[src/rtl/Purple_Jade_pkg.sv]
// Shared store-buffer types: per-entry record and the LSU writeback bundle.
// Default widths here set the defaults of store_buffer's parameters.
package Purple_Jade_pkg;

  localparam int SB_ENTRY  = 8;
  localparam int WORD_SIZE = 16;
  localparam int SB_IDX_W  = $clog2(SB_ENTRY);

  typedef struct packed {
    logic                 valid;
    logic                 resolved;
    logic                 committed;
    logic [WORD_SIZE-1:0] address;
    logic [WORD_SIZE-1:0] data;
  } sb_entry_t;

  typedef struct packed {
    logic [SB_IDX_W-1:0]  sb_dest;
    logic [WORD_SIZE-1:0] address;
    logic [WORD_SIZE-1:0] result;
  } CDB_sb_t;

endpackage

[src/rtl/sb_bypass_sel.sv]
// Load bypass select: among entries older than the load tag (walking from head),
// picks the youngest available entry whose address matches.
module sb_bypass_sel #(
  parameter  int SB_ENTRY_P  = 8,
  parameter  int WORD_SIZE_P = 16,
  localparam int IDX_W       = $clog2(SB_ENTRY_P)
) (
  input  logic [SB_ENTRY_P-1:0]                  avail_i,
  input  logic [SB_ENTRY_P-1:0][WORD_SIZE_P-1:0] addr_i,
  input  logic [SB_ENTRY_P-1:0][WORD_SIZE_P-1:0] data_i,
  input  logic [IDX_W-1:0]                       head_i,
  input  logic [IDX_W-1:0]                       tag_i,
  input  logic [WORD_SIZE_P-1:0]                 ld_addr_i,
  output logic                                   hit_o,
  output logic [WORD_SIZE_P-1:0]                 value_o
);

  logic [IDX_W-1:0] idx;
  logic             older;

  // Walk oldest to youngest; a later match overrides, so the youngest wins.
  always_comb begin
    hit_o   = 1'b0;
    value_o = '0;
    older   = 1'b1;
    idx     = head_i;
    for (int i = 0; i < SB_ENTRY_P; i++) begin
      idx = head_i + IDX_W'(i);
      if (idx == tag_i) older = 1'b0;
      if (older && avail_i[idx] && (addr_i[idx] == ld_addr_i)) begin
        hit_o   = 1'b1;
        value_o = data_i[idx];
      end
    end
  end

endmodule

[src/rtl/store_buffer.sv]
// Circular store buffer (head <= commit <= tail) with in-order memory drain.
// Optional load bypass enabled by macro SB_LD_BYPASS_EN.
module store_buffer
  import Purple_Jade_pkg::*;
#(
  parameter  int SB_ENTRY_P   = SB_ENTRY,
  parameter  int WORD_SIZE_P  = WORD_SIZE,
  localparam int IDX_W        = $clog2(SB_ENTRY_P),
  localparam int CDB_SB_WIDTH = IDX_W + 2 * WORD_SIZE_P
) (
  input  logic                    clk_i,
  input  logic                    reset_i,
  input  logic                    alloc_v_i,
  output logic                    alloc_ready_o,
  output logic [IDX_W-1:0]        alloc_sb_num_o,
  input  logic                    lsu_sb_v_i,
  input  logic [CDB_SB_WIDTH-1:0] lsu_sb_i,
  input  logic                    commit_v_i,
  input  logic [WORD_SIZE_P-1:0]  exe_ld_bypass_addr_i,
  input  logic [IDX_W-1:0]        exe_ld_bypass_sb_num_i,
  output logic                    sb_ld_bypass_valid_o,
  output logic [WORD_SIZE_P-1:0]  sb_ld_bypass_value_o,
  output logic                    mem_w_v_o,
  output logic [WORD_SIZE_P-1:0]  mem_w_addr_o,
  output logic [WORD_SIZE_P-1:0]  mem_w_data_o,
  input  logic                    mem_w_ready_i,
  input  logic                    misprediction_i
);

  logic [IDX_W-1:0] head_q, head_d, commit_q, commit_d, tail_q, tail_d;
  logic [SB_ENTRY_P-1:0] valid_q, valid_d, resolved_q, resolved_d, committed_q, committed_d;
  logic [SB_ENTRY_P-1:0][WORD_SIZE_P-1:0] addr_q, addr_d, data_q, data_d;

  logic [IDX_W-1:0]       lsu_dest;
  logic [WORD_SIZE_P-1:0] lsu_addr, lsu_data;
  logic                   full, head_ready, drain;

  assign lsu_dest = lsu_sb_i[CDB_SB_WIDTH-1 -: IDX_W];
  assign lsu_addr = lsu_sb_i[2*WORD_SIZE_P-1 -: WORD_SIZE_P];
  assign lsu_data = lsu_sb_i[WORD_SIZE_P-1:0];

  // Full is judged on registered pointers only; a drain this cycle frees nothing yet.
  assign full       = (tail_q + IDX_W'(1)) == head_q;
  assign head_ready = valid_q[head_q] & committed_q[head_q] & resolved_q[head_q];
  assign drain      = head_ready & mem_w_ready_i;

  assign alloc_ready_o  = reset_i | ~full;
  assign alloc_sb_num_o = reset_i ? '0 : tail_q;
  assign mem_w_v_o      = ~reset_i & head_ready;
  assign mem_w_addr_o   = addr_q[head_q];
  assign mem_w_data_o   = data_q[head_q];

  always_comb begin
    head_d      = head_q;
    commit_d    = commit_q;
    tail_d      = tail_q;
    valid_d     = valid_q;
    resolved_d  = resolved_q;
    committed_d = committed_q;
    addr_d      = addr_q;
    data_d      = data_q;

    if (commit_v_i) begin
      committed_d[commit_q] = 1'b1;
      commit_d              = commit_q + IDX_W'(1);
    end

    if (misprediction_i) begin
      // Everything younger than the (post-commit) commit pointer is squashed.
      tail_d = commit_d;
      for (int i = 0; i < SB_ENTRY_P; i++) begin
        if (!committed_d[i]) begin
          valid_d[i]    = 1'b0;
          resolved_d[i] = 1'b0;
        end
      end
    end else begin
      if (lsu_sb_v_i && valid_q[lsu_dest]) begin
        addr_d[lsu_dest]     = lsu_addr;
        data_d[lsu_dest]     = lsu_data;
        resolved_d[lsu_dest] = 1'b1;
      end
      if (alloc_v_i && !full) begin
        valid_d[tail_q]     = 1'b1;
        resolved_d[tail_q]  = 1'b0;
        committed_d[tail_q] = 1'b0;
        tail_d              = tail_q + IDX_W'(1);
      end
    end

    if (drain) begin
      valid_d[head_q]     = 1'b0;
      resolved_d[head_q]  = 1'b0;
      committed_d[head_q] = 1'b0;
      head_d              = head_q + IDX_W'(1);
    end
  end

  always_ff @(posedge clk_i) begin
    if (reset_i) begin
      head_q      <= '0;
      commit_q    <= '0;
      tail_q      <= '0;
      valid_q     <= '0;
      resolved_q  <= '0;
      committed_q <= '0;
      addr_q      <= '0;
      data_q      <= '0;
    end else begin
      head_q      <= head_d;
      commit_q    <= commit_d;
      tail_q      <= tail_d;
      valid_q     <= valid_d;
      resolved_q  <= resolved_d;
      committed_q <= committed_d;
      addr_q      <= addr_d;
      data_q      <= data_d;
    end
  end

`ifdef SB_LD_BYPASS_EN
  logic                   byp_hit;
  logic [WORD_SIZE_P-1:0] byp_value;

  sb_bypass_sel #(
    .SB_ENTRY_P  (SB_ENTRY_P),
    .WORD_SIZE_P (WORD_SIZE_P)
  ) u_bypass_sel (
    .avail_i   (valid_q & resolved_q),
    .addr_i    (addr_q),
    .data_i    (data_q),
    .head_i    (head_q),
    .tag_i     (exe_ld_bypass_sb_num_i),
    .ld_addr_i (exe_ld_bypass_addr_i),
    .hit_o     (byp_hit),
    .value_o   (byp_value)
  );

  assign sb_ld_bypass_valid_o = ~reset_i & byp_hit;
  assign sb_ld_bypass_value_o = (~reset_i & byp_hit) ? byp_value : '0;
`else
  logic unused_bypass;
  assign unused_bypass        = ^{exe_ld_bypass_addr_i, exe_ld_bypass_sb_num_i};
  assign sb_ld_bypass_valid_o = 1'b0;
  assign sb_ld_bypass_value_o = '0;
`endif

  // Commit must target an allocated, already-resolved store.
  commit_legal_a: assert property (@(posedge clk_i) disable iff (reset_i)
    commit_v_i |-> ((commit_q != tail_q) && resolved_q[commit_q]));

endmodule

[config.mk]
export PLATFORM = sky130hd
export DESIGN_NAME = store_buffer
export DESIGN_NICKNAME = d
export VERILOG_FILES = /design/src/rtl/Purple_Jade_pkg.sv /design/src/rtl/sb_bypass_sel.sv /design/src/rtl/store_buffer.sv
export SDC_FILE = /design/constraint.sdc
export NUM_CORES = 1
export LEC_CHECK = 0
export ABC_AREA = 1
export BUFFER_PORTS_ARGS = -buffer_cell sky130_fd_sc_hd__buf_4
export CORE_MARGIN = 8
export CORE_UTILIZATION = 46
export CTS_CLUSTER_SIZE = 20
export DETAILED_ROUTE_END_ITERATION = 10
export MAX_ROUTING_LAYER = met4
export PLACE_DENSITY = 0.69
export SETUP_SLACK_MARGIN = 0.1
export SKIP_LAST_GASP = 1
export SYNTH_ARGS = -nofsm -noshare
export SYNTH_HDL_FRONTEND = slang
export SYNTH_HIERARCHICAL = 1
export SYNTH_SLANG_ARGS = --single-unit
[constraint.sdc]
create_clock -name clk_i -period 4.3 [get_ports clk_i]
set_input_delay 0 -clock clk_i [delete_from_list [all_inputs] [get_ports clk_i]]
set_output_delay 0 -clock clk_i [all_outputs]
set_load 0.01 [all_outputs]
==> tab_implementation.tex, run 1 <==
\begin{tabular}{lr}
\hline
Metric & Value \\
\hline
\multicolumn{2}{l}{\textbf{Pwr}} \\
\quad Power Dens Cells & 346.9 nW/um2 \\
\quad Switching power total & 1.299 mW \\
\quad Total Power Consumption & 5.661 mW \\
\quad Proportion of power drawn by the clock network & 47.8\% \\
\quad Sw Ratio & 22.95\% \\
\quad Share of total power in combinational logic & 4.5\% \\
\quad Cell-internal power & 4.362 mW \\
\quad Sequential Power Share & 47.7\% \\
\quad Leakage power total & 8.530 nW \\
\quad Largest vdd supply drop & 315.4 uV \\
\multicolumn{2}{l}{\textbf{Drt}} \\
\quad Number of nets still failing antenna checks after routing & 0 \\
\quad Wire per inst & 13.99 um \\
\quad Count of TritonRoute iterations in the first routing pass & 5 \\
\quad Total wire length & 38,810 um \\
\quad DRC violation count after routing & 0 \\
\quad Routed vias/inst & 4.854 \\
\quad Drt first-iter violations & 1,063 \\
\quad Total vias in the final route & 13,470 \\
\multicolumn{2}{l}{\textbf{Floorplan}} \\
\quad Die W & 193.6 um \\
\quad Total core area & 31,310 um2 \\
\quad Count of pins on the block boundary & 115 \\
\quad Starting utilization of the core area & 46.36\% \\
\quad Row cnt & 65 \\
\quad Die extent in y & 193.6 um \\
\quad Area of the die & 37,490 um2 \\
\multicolumn{2}{l}{\textbf{Critical path}} \\
\quad Max stage delay cell, worst path & inv\_1 \\
\quad Cell seen most often among critical-path stages & buf\_4 \\
\quad Critical setup path kind & register to primary output \\
\quad Kind of end point of the critical path & primary output \\
\quad List of cells traversed by the critical path & inv\_2, buf\_4, nor2\_2, inv\_1, o22ai\_1, nor2\_1, o221ai\_1, buf\_4 \\
\quad CP Max Fanout & 44 \\
\quad CP peak stage delay & 0.52 ns \\
\quad WP data arrival & 3.23 ns \\
\quad Buf/Inv on CP & 4 \\
\quad Family with the most delay on the worst path & buffers and inverters \\
\quad CP required & 4.30 ns \\
\quad Nature of the critical path startpoint & register \\
\multicolumn{2}{l}{\textbf{Finish}} \\
\quad Final-layout fill cell count & 3,049 \\
\quad Fraction of layout instances using a drive strength above 1 & 7.125\% \\
\quad Fin nets & 2,411 \\
\quad Share of the core filled with cells in the final layout & 52.12\% \\
\quad Layout Area Growth over Synthesis & 12.42\% \\
\multicolumn{2}{l}{\textbf{Logic synthesis}} \\
\quad Area leader, netlist & dfxtp\_1 \\
\quad EDFF count, synth & 0 \\
\quad Post-synth ARST share & 0\% \\
\quad Warnings, synthesis & 6 \\
\quad Multiplexer share of the synthesized area & 0\% \\
\quad Top post-synthesis cells by area & dfxtp\_1 (40\%), nand2\_1 (17\%), nor2\_1 (15\%) \\
\quad Part of the Yosys area used for sequential elements & 39.86\% \\
\quad Share of the synthesized area in compound gates (AO/OA/AOI/OAI) & 9.965\% \\
\quad Dominant combinational cell family by area after synthesis & simple AND/OR/NAND/NOR gates \\
\quad Cell area after synthesis & 14,520 um2 \\
\quad Simple-Gate Fraction of Synth Area & 34.85\% \\
\quad Top FF cell, synth & dfxtp\_1 \\
\quad Fraction of synthesized cell area in xor and xnor cells & 0.1207\% \\
\quad Leading cell type by number of instances after synthesis & nand2\_1 \\
\quad Register bit total from synthesis & 289 \\
\quad Post-Syn Instances & 2,336 \\
\quad Post-synthesis cell type count & 36 \\
\quad Top cell types by occurrence after synthesis & nand2\_1 (650), nor2\_1 (577), inv\_1 (313) \\
\quad Adder and majority cell fraction of the synthesized area & 0.2586\% \\
\quad Syn\_area\_per\_cell & 6.214 um2 \\
\quad Area share of the largest cell type after synthesis & 39.86\% \\
\multicolumn{2}{l}{\textbf{STA}} \\
\quad Sum of negative setup slack & 0 ns \\
\quad Transition time at the pin with the least slew margin & 1.108 ns \\
\quad Setup slack of the critical path after layout & 1.068 ns \\
\quad Period Utilization, post-route & 75.16\% \\
\quad Max Transition Viols Final & 0 \\
\quad Time the worst path needs with I/O delays and setup & 3.232 ns \\
\quad Count of endpoints failing setup in the final report & 0 \\
\quad Final hold vios & 0 \\
\quad Clock Skew & 0.02296 ns \\
\quad RSZ-0062 raised after global routing & no \\
\quad Maximum achievable frequency & 0.3094 GHz \\
\quad Relative slew slack & 26.12\% \\
\multicolumn{2}{l}{\textbf{Global route}} \\
\quad Total congestion overflow & 0 \\
\quad Number of global-route vias before repair & 12,700 \\
\quad Global-route total usage across every layer & 20.86\% \\
\quad First-pass GRT wire length & 64,310 um \\
\quad Maximum number of pins on one net before global-route repair & 192 \\
\quad Antenna violations before repair & 1 \\
\multicolumn{2}{l}{\textbf{Hold path}} \\
\quad Hold/Removal Path Class & input pin to register \\
\multicolumn{2}{l}{\textbf{Clock network}} \\
\quad Longest Clk Path Bufs & 3 \\
\quad Clock tree sinks & 289 \\
\quad \# Post-CTS Setup Buffers & 0 \\
\quad Clock tree from TritonCTS & yes \\
\quad Number of buffers created by CTS & 31 \\
\quad CTS clk-pin slew, worst paths & 0.06 ns \\
\quad CTS HTree Levels & 1 \\
\quad Clock tree root buffer cell & clkbuf\_16 \\
\quad Clock Latency Late Sink & 0.58 ns \\
\multicolumn{2}{l}{\textbf{Placement}} \\
\quad HPWL after DPL & 22,570 um \\
\quad Count of buffers inserted at the top-level ports & 78 \\
\quad Routability-driven placement congestion ratio & 0.8687 \\
\quad Worst slack after detailed placement & 1.616 ns \\
\multicolumn{2}{l}{\textbf{Job}} \\
\quad Number of violations of the max-capacitance limit & 0 \\
\multicolumn{2}{l}{\textbf{Run status}} \\
\quad Run status & complete, no violations \\
\hline
\end{tabular}
## power groups by stage
stage               logic (mW)  clock network (mW)  registers, mW
finish                   0.254                2.71           2.70
global route             0.281                2.87           2.70
CTS                      0.254                2.76           2.70
detailed placement       0.219                   0           2.76
global placement         0.217                   0           2.76
floorplan                0.171                   0           2.75
## repair_timing
| item | in CTS | in global routing |
|---|---|---|
| gates resized for setup | 0 | 0 |
| hold buffers | 41 | 0 |
| endpoints found under the hold margin | 288 | 0 |
## layout by cell type (no fill, tap or decap), drive strengths merged, types with 2 or more instances in the layout
cell,count
o221ai,4
nand4,15
dlygate4sd3,41
buf,96
clkinv,7
a21oi,94
nand3,34
a31oi,2
inv,319
nor2,581
o211ai,4
o21bai,3
nor3,9
clkinvlp,2
o22ai,32
o2111ai,23
conb,17
dfxtp,289
xor2,2
nand2,652
nand3b,2
ha,3
o21ai,90
clkbuf,47
## final cells by class
class	count	area [um2]	share of cell area [%]
antenna	1	2.502	0.01534
clock buffer	47	955.9	5.858
tap	402	503.0	3.082
multi-input combinational	1570	6635	40.66
clock inverter	11	100.1	0.6134
sequential	289	5789	35.48
inverter	318	1201	7.361
timing repair buffer	137	1131	6.931
## through the flow
| stage | instances | instance area [um2] | hold slack, ns |
|---|---|---|---|
| 6_report | 2775 | 16320 | 0.02713 |
| 5_1_grt | 2775 | 16320 | 0.05114 |
| 4_1_cts | 2774 | 16320 | 0.002133 |
| 3_5_place_dp | 2675 | 14850 | 0.3013 |
| 3_3_place_gp | 2675 | 14850 | 0.2985 |
| 2_1_floorplan | 2352 | 14580 | 0.2034 |
## logic make-up (layout without fill, tap and decap cells)
group                      Yosys count  after routing
DFF                                289            289
AOI/OAI and AO/OA                  255            255
buffers and inverters              493            513
xor gates and xnor gates             2              2
adders and majority gates            3              3
and+or+nand+nor                   1293           1293
other                                1             18
## routing by layer
metal / GRT usage, % / share of wire (%) / wire [um]
met4: 5.730 / 2.2 / 851
met3: 2.308 / 5.1 / 1969
met5: - / 0 / 0
met2: 35.83 / 47 / 18360
met1: 25.72 / 45 / 17630
## final timing paths
check	start	end	slack (ns)	cells after the start
min	lsu_sb_i[32]	resolved_q[4]	0.03	6
max	head_q[0]	mem_w_addr_o[11]	1.07	8
max reg2reg	head_q[0]	tail_q[0]	1.53	11
min reg2reg	data_q[93]	data_q[93]	0.51	4
## flip-flops by register name (all words and copies together) (netlist names)
name         flops
data_q         128
addr_q         128
commit_q         3
committed_q      8
tail_q           3
head_q           3
valid_q          8
resolved_q       8
## tightest hold or removal path, stage by stage
cell	delay (ns)
buf_4	0.15
nor3_1	0.11
inv_1	0.06
nor2_1	0.04
o21ai_0	0.14
nor2_1	0.05
(Power assumes the default switching activity.)
==> run 2: changes to the inputs <==
- PLACE_DENSITY: 0.69 -> 0.71
- clock period: 4.3 -> 2.6 ns (I/O delays scaled with it)
==> run 2 against run 1 <==
  * Clock power up 63%
  * Core utilization up 0.84 points
  * Clock-buffer cell count up 4
  * Sequential power up 65%
  * Die area unchanged
  * Critical path depth unchanged
  * Cell area up 1.6%
  * Cell count up 0.54%
  * Critical endpoint is now mem_w_addr_o[8]
  * Clock skew down 0.0051 ns
==> tab_implementation.tex, run 2 (synthesized netlist as in run 1, its figures left out) <==
\begin{tabular}{lr}
\hline
Metric & Value \\
\hline
\multicolumn{2}{l}{\textbf{STA}} \\
\quad Setup slack of the critical path after layout & 0.1584 ns (was 1.068 ns) \\
\quad Sum of negative setup slack & 0 ns (unchanged) \\
\quad RSZ-0062 raised after global routing & yes (was no) \\
\quad Time the worst path needs with I/O delays and setup & 2.442 ns \\
\quad Max Transition Viols Final & 0 (unchanged) \\
\quad Period Utilization, post-route & 93.91\% \\
\quad Clock Skew & 0.01790 ns (was 0.02296 ns) \\
\quad Relative slew slack & 31.29\% (was 26.12\%) \\
\quad Final hold vios & 0 (unchanged) \\
\quad Maximum achievable frequency & 0.4096 GHz \\
\quad Count of endpoints failing setup in the final report & 0 (unchanged) \\
\quad Transition time at the pin with the least slew margin & 1.023 ns (was 1.108 ns) \\
\multicolumn{2}{l}{\textbf{Hold path}} \\
\quad Hold/Removal Path Class & input pin to register (unchanged) \\
\quad Hold Path Origin & lsu\_sb\_i[29] (was lsu\_sb\_i[32]) \\
\multicolumn{2}{l}{\textbf{Drt}} \\
\quad Count of TritonRoute iterations in the first routing pass & 6 (was 5) \\
\quad Total vias in the final route & 13,610 (was 13,470) \\
\quad Drt first-iter violations & 985 (was 1,063) \\
\quad Wire per inst & 14.18 um (was 13.99 um) \\
\quad Routed vias/inst & 4.876 (was 4.854) \\
\quad Number of nets still failing antenna checks after routing & 0 (unchanged) \\
\quad Total wire length & 39,550 um (was 38,810 um) \\
\quad DRC violation count after routing & 0 (unchanged) \\
\multicolumn{2}{l}{\textbf{Finish}} \\
\quad Final-layout fill cell count & 3,044 (was 3,049) \\
\quad Fraction of layout instances using a drive strength above 1 & 7.789\% (was 7.125\%) \\
\quad Layout Area Growth over Synthesis & 14.22\% (was 12.42\%) \\
\quad Commonest cells after routing, fill and taps aside & nand2\_1 (650), nor2\_1 (574), inv\_1 (312) (was nand2\_1 (650), nor2\_1 (576), inv\_1 (313)) \\
\quad Fin nets & 2,428 (was 2,411) \\
\quad Final instance area & 16,580 um2 (was 16,320 um2) \\
\quad Count of placed standard cells in the final layout, fillers left out & 2,790 (was 2,775) \\
\quad Antenna diode count & 0 (was 1) \\
\quad Largest registers & addr\_q x128, data\_q x128 (unchanged) \\
\quad Most common library cell in the layout ignoring fill and taps & nand2\_1 (unchanged) \\
\multicolumn{2}{l}{\textbf{Critical path}} \\
\quad WP data arrival & 2.44 ns (was 3.23 ns) \\
\quad CP required & 2.60 ns (was 4.30 ns) \\
\quad Critical setup path kind & register to primary output (unchanged) \\
\quad Kind of end point of the critical path & primary output (unchanged) \\
\quad Nature of the critical path startpoint & register (unchanged) \\
\quad Setup slack of the worst register-to-register path & 0.26 ns (was 1.53 ns) \\
\quad Worst setup path start & head\_q[0] (unchanged) \\
\quad R2r startpoint & valid\_q[6] (was head\_q[0]) \\
\quad CP Max Fanout & 20 (was 44) \\
\multicolumn{2}{l}{\textbf{Placement}} \\
\quad Number of placed cells counting well taps & 2,688 (was 2,675) \\
\quad HPWL after DPL & 24,130 um (was 22,570 um) \\
\quad Count of buffers inserted at the top-level ports & 78 (unchanged) \\
\quad Routability-driven placement congestion ratio & 0.8705 (was 0.8687) \\
\quad Placed Instance Area & 15,050 um2 (was 14,850 um2) \\
\quad Worst slack after detailed placement & 0.3537 ns (was 1.616 ns) \\
\multicolumn{2}{l}{\textbf{Clock network}} \\
\quad Clock tree root buffer cell & clkbuf\_16 (unchanged) \\
\quad CTS HTree Levels & 1 (unchanged) \\
\quad Longest Clk Path Bufs & 3 (unchanged) \\
\quad CTS clk-pin slew, worst paths & 0.06 ns (about the same) \\
\quad Clock tree sinks & 289 (unchanged) \\
\quad Clock tree from TritonCTS & yes (unchanged) \\
\quad Clock Latency Late Sink & 0.57 ns (was 0.58 ns) \\
\quad Number of buffers created by CTS & 31 (unchanged) \\
\multicolumn{2}{l}{\textbf{Global route}} \\
\quad Number of global-route vias before repair & 12,510 (was 12,700) \\
\quad Antenna violations before repair & 0 (was 1) \\
\quad Total congestion overflow & 0 (unchanged) \\
\quad Maximum number of pins on one net before global-route repair & 99 (was 192) \\
\quad First-pass GRT wire length & 63,660 um (was 64,310 um) \\
\quad Global-route total usage across every layer & 20.66\% (was 20.86\%) \\
\multicolumn{2}{l}{\textbf{Floorplan}} \\
\quad Die W & 193.6 um (unchanged) \\
\quad Row cnt & 65 (unchanged) \\
\quad Starting utilization of the core area & 46.36\% (unchanged) \\
\quad Die extent in y & 193.6 um (unchanged) \\
\quad Area of the die & 37,490 um2 (unchanged) \\
\quad Count of pins on the block boundary & 115 (unchanged) \\
\quad Total core area & 31,310 um2 (unchanged) \\
\multicolumn{2}{l}{\textbf{Pwr}} \\
\quad Total Power Consumption & 9.316 mW (was 5.661 mW) \\
\quad Power Dens Cells & 561.9 nW/um2 (was 346.9 nW/um2) \\
\quad Largest vdd supply drop & 540.0 uV (was 315.4 uV) \\
\quad Leakage power total & 8.663 nW (was 8.530 nW) \\
\multicolumn{2}{l}{\textbf{Job}} \\
\quad Number of violations of the max-capacitance limit & 0 (unchanged) \\
\multicolumn{2}{l}{\textbf{Run status}} \\
\quad Run status & complete, no violations (unchanged) \\
\hline
\end{tabular}
-- run 2: final cells by class --
| type | instances | area (um2) | area share (%) |
|---|---|---|---|
| Clock buffer | 51 | 960.9 | 5.796 |
| Timing Repair Buffer | 153 | 1385 | 8.354 |
| Inverter | 318 | 1209 | 7.290 |
| Tap cell | 402 | 503.0 | 3.034 |
| Sequential cell | 289 | 5793 | 34.94 |
| Multi-Input combinational cell | 1571 | 6659 | 40.16 |
| Clock inverter | 6 | 70.07 | 0.4226 |
-- run 2: report_power, final --
group          internal, mW  leakage [nW]  total (mW)  switching (mW)
Combinational         0.144          5.82       0.436           0.292
Sequential             4.45          2.33        4.46          0.0148
Clock                  2.61         0.511        4.42            1.81
-- run 2: critical path: stages, from the launching register on --
cell	delay, ns
dfxtp_4	0.37
clkinv_2	0.27
nor2_2	0.31
clkinvlp_4	0.15
buf_12	0.17
o22ai_1	0.16
nor2_1	0.07
o221ai_1	0.14
buf_4	0.20
-- run 2: per-layer routing --
metal	vias to the layer above	global-route usage, %	routed length, um
met5	-	-	0
met4	0	5.046	894
met3	56	2.464	2017
met2	326	35.35	18720
met1	6175	25.73	17920
li1	7048	-	-
-- run 2: what timing repair did --
action | 4_1_cts | 5_1_grt
hold endpoints to repair | 289 | 0
buffers inserted | 2 | 0
pin swaps | 0 | 1
gates cloned | 0 | 1
setup endpoints to repair | 31 | 36
hold buffers | 42 | 0
gates resized for setup | 7 | 8
-- run 2: final timing paths --
kind | end | cells after the start
worst max-delay path | mem_w_addr_o[8] | 8
worst min-delay path | addr_q[93] | 4
worst max register to register | addr_q[66] | 11
worst min register to register | addr_q[87] | 4
-- run 2: per-stage QoR --
step / hold WS, ns / util [%]
after floorplan: 0.2034 / -
after global placement: 0.3002 / 48.06
after detailed placement: 0.3049 / 48.06
after CTS: 0.2518 / 52.85
after global routing: 0.2817 / 52.95
final: 0.2639 / 52.95
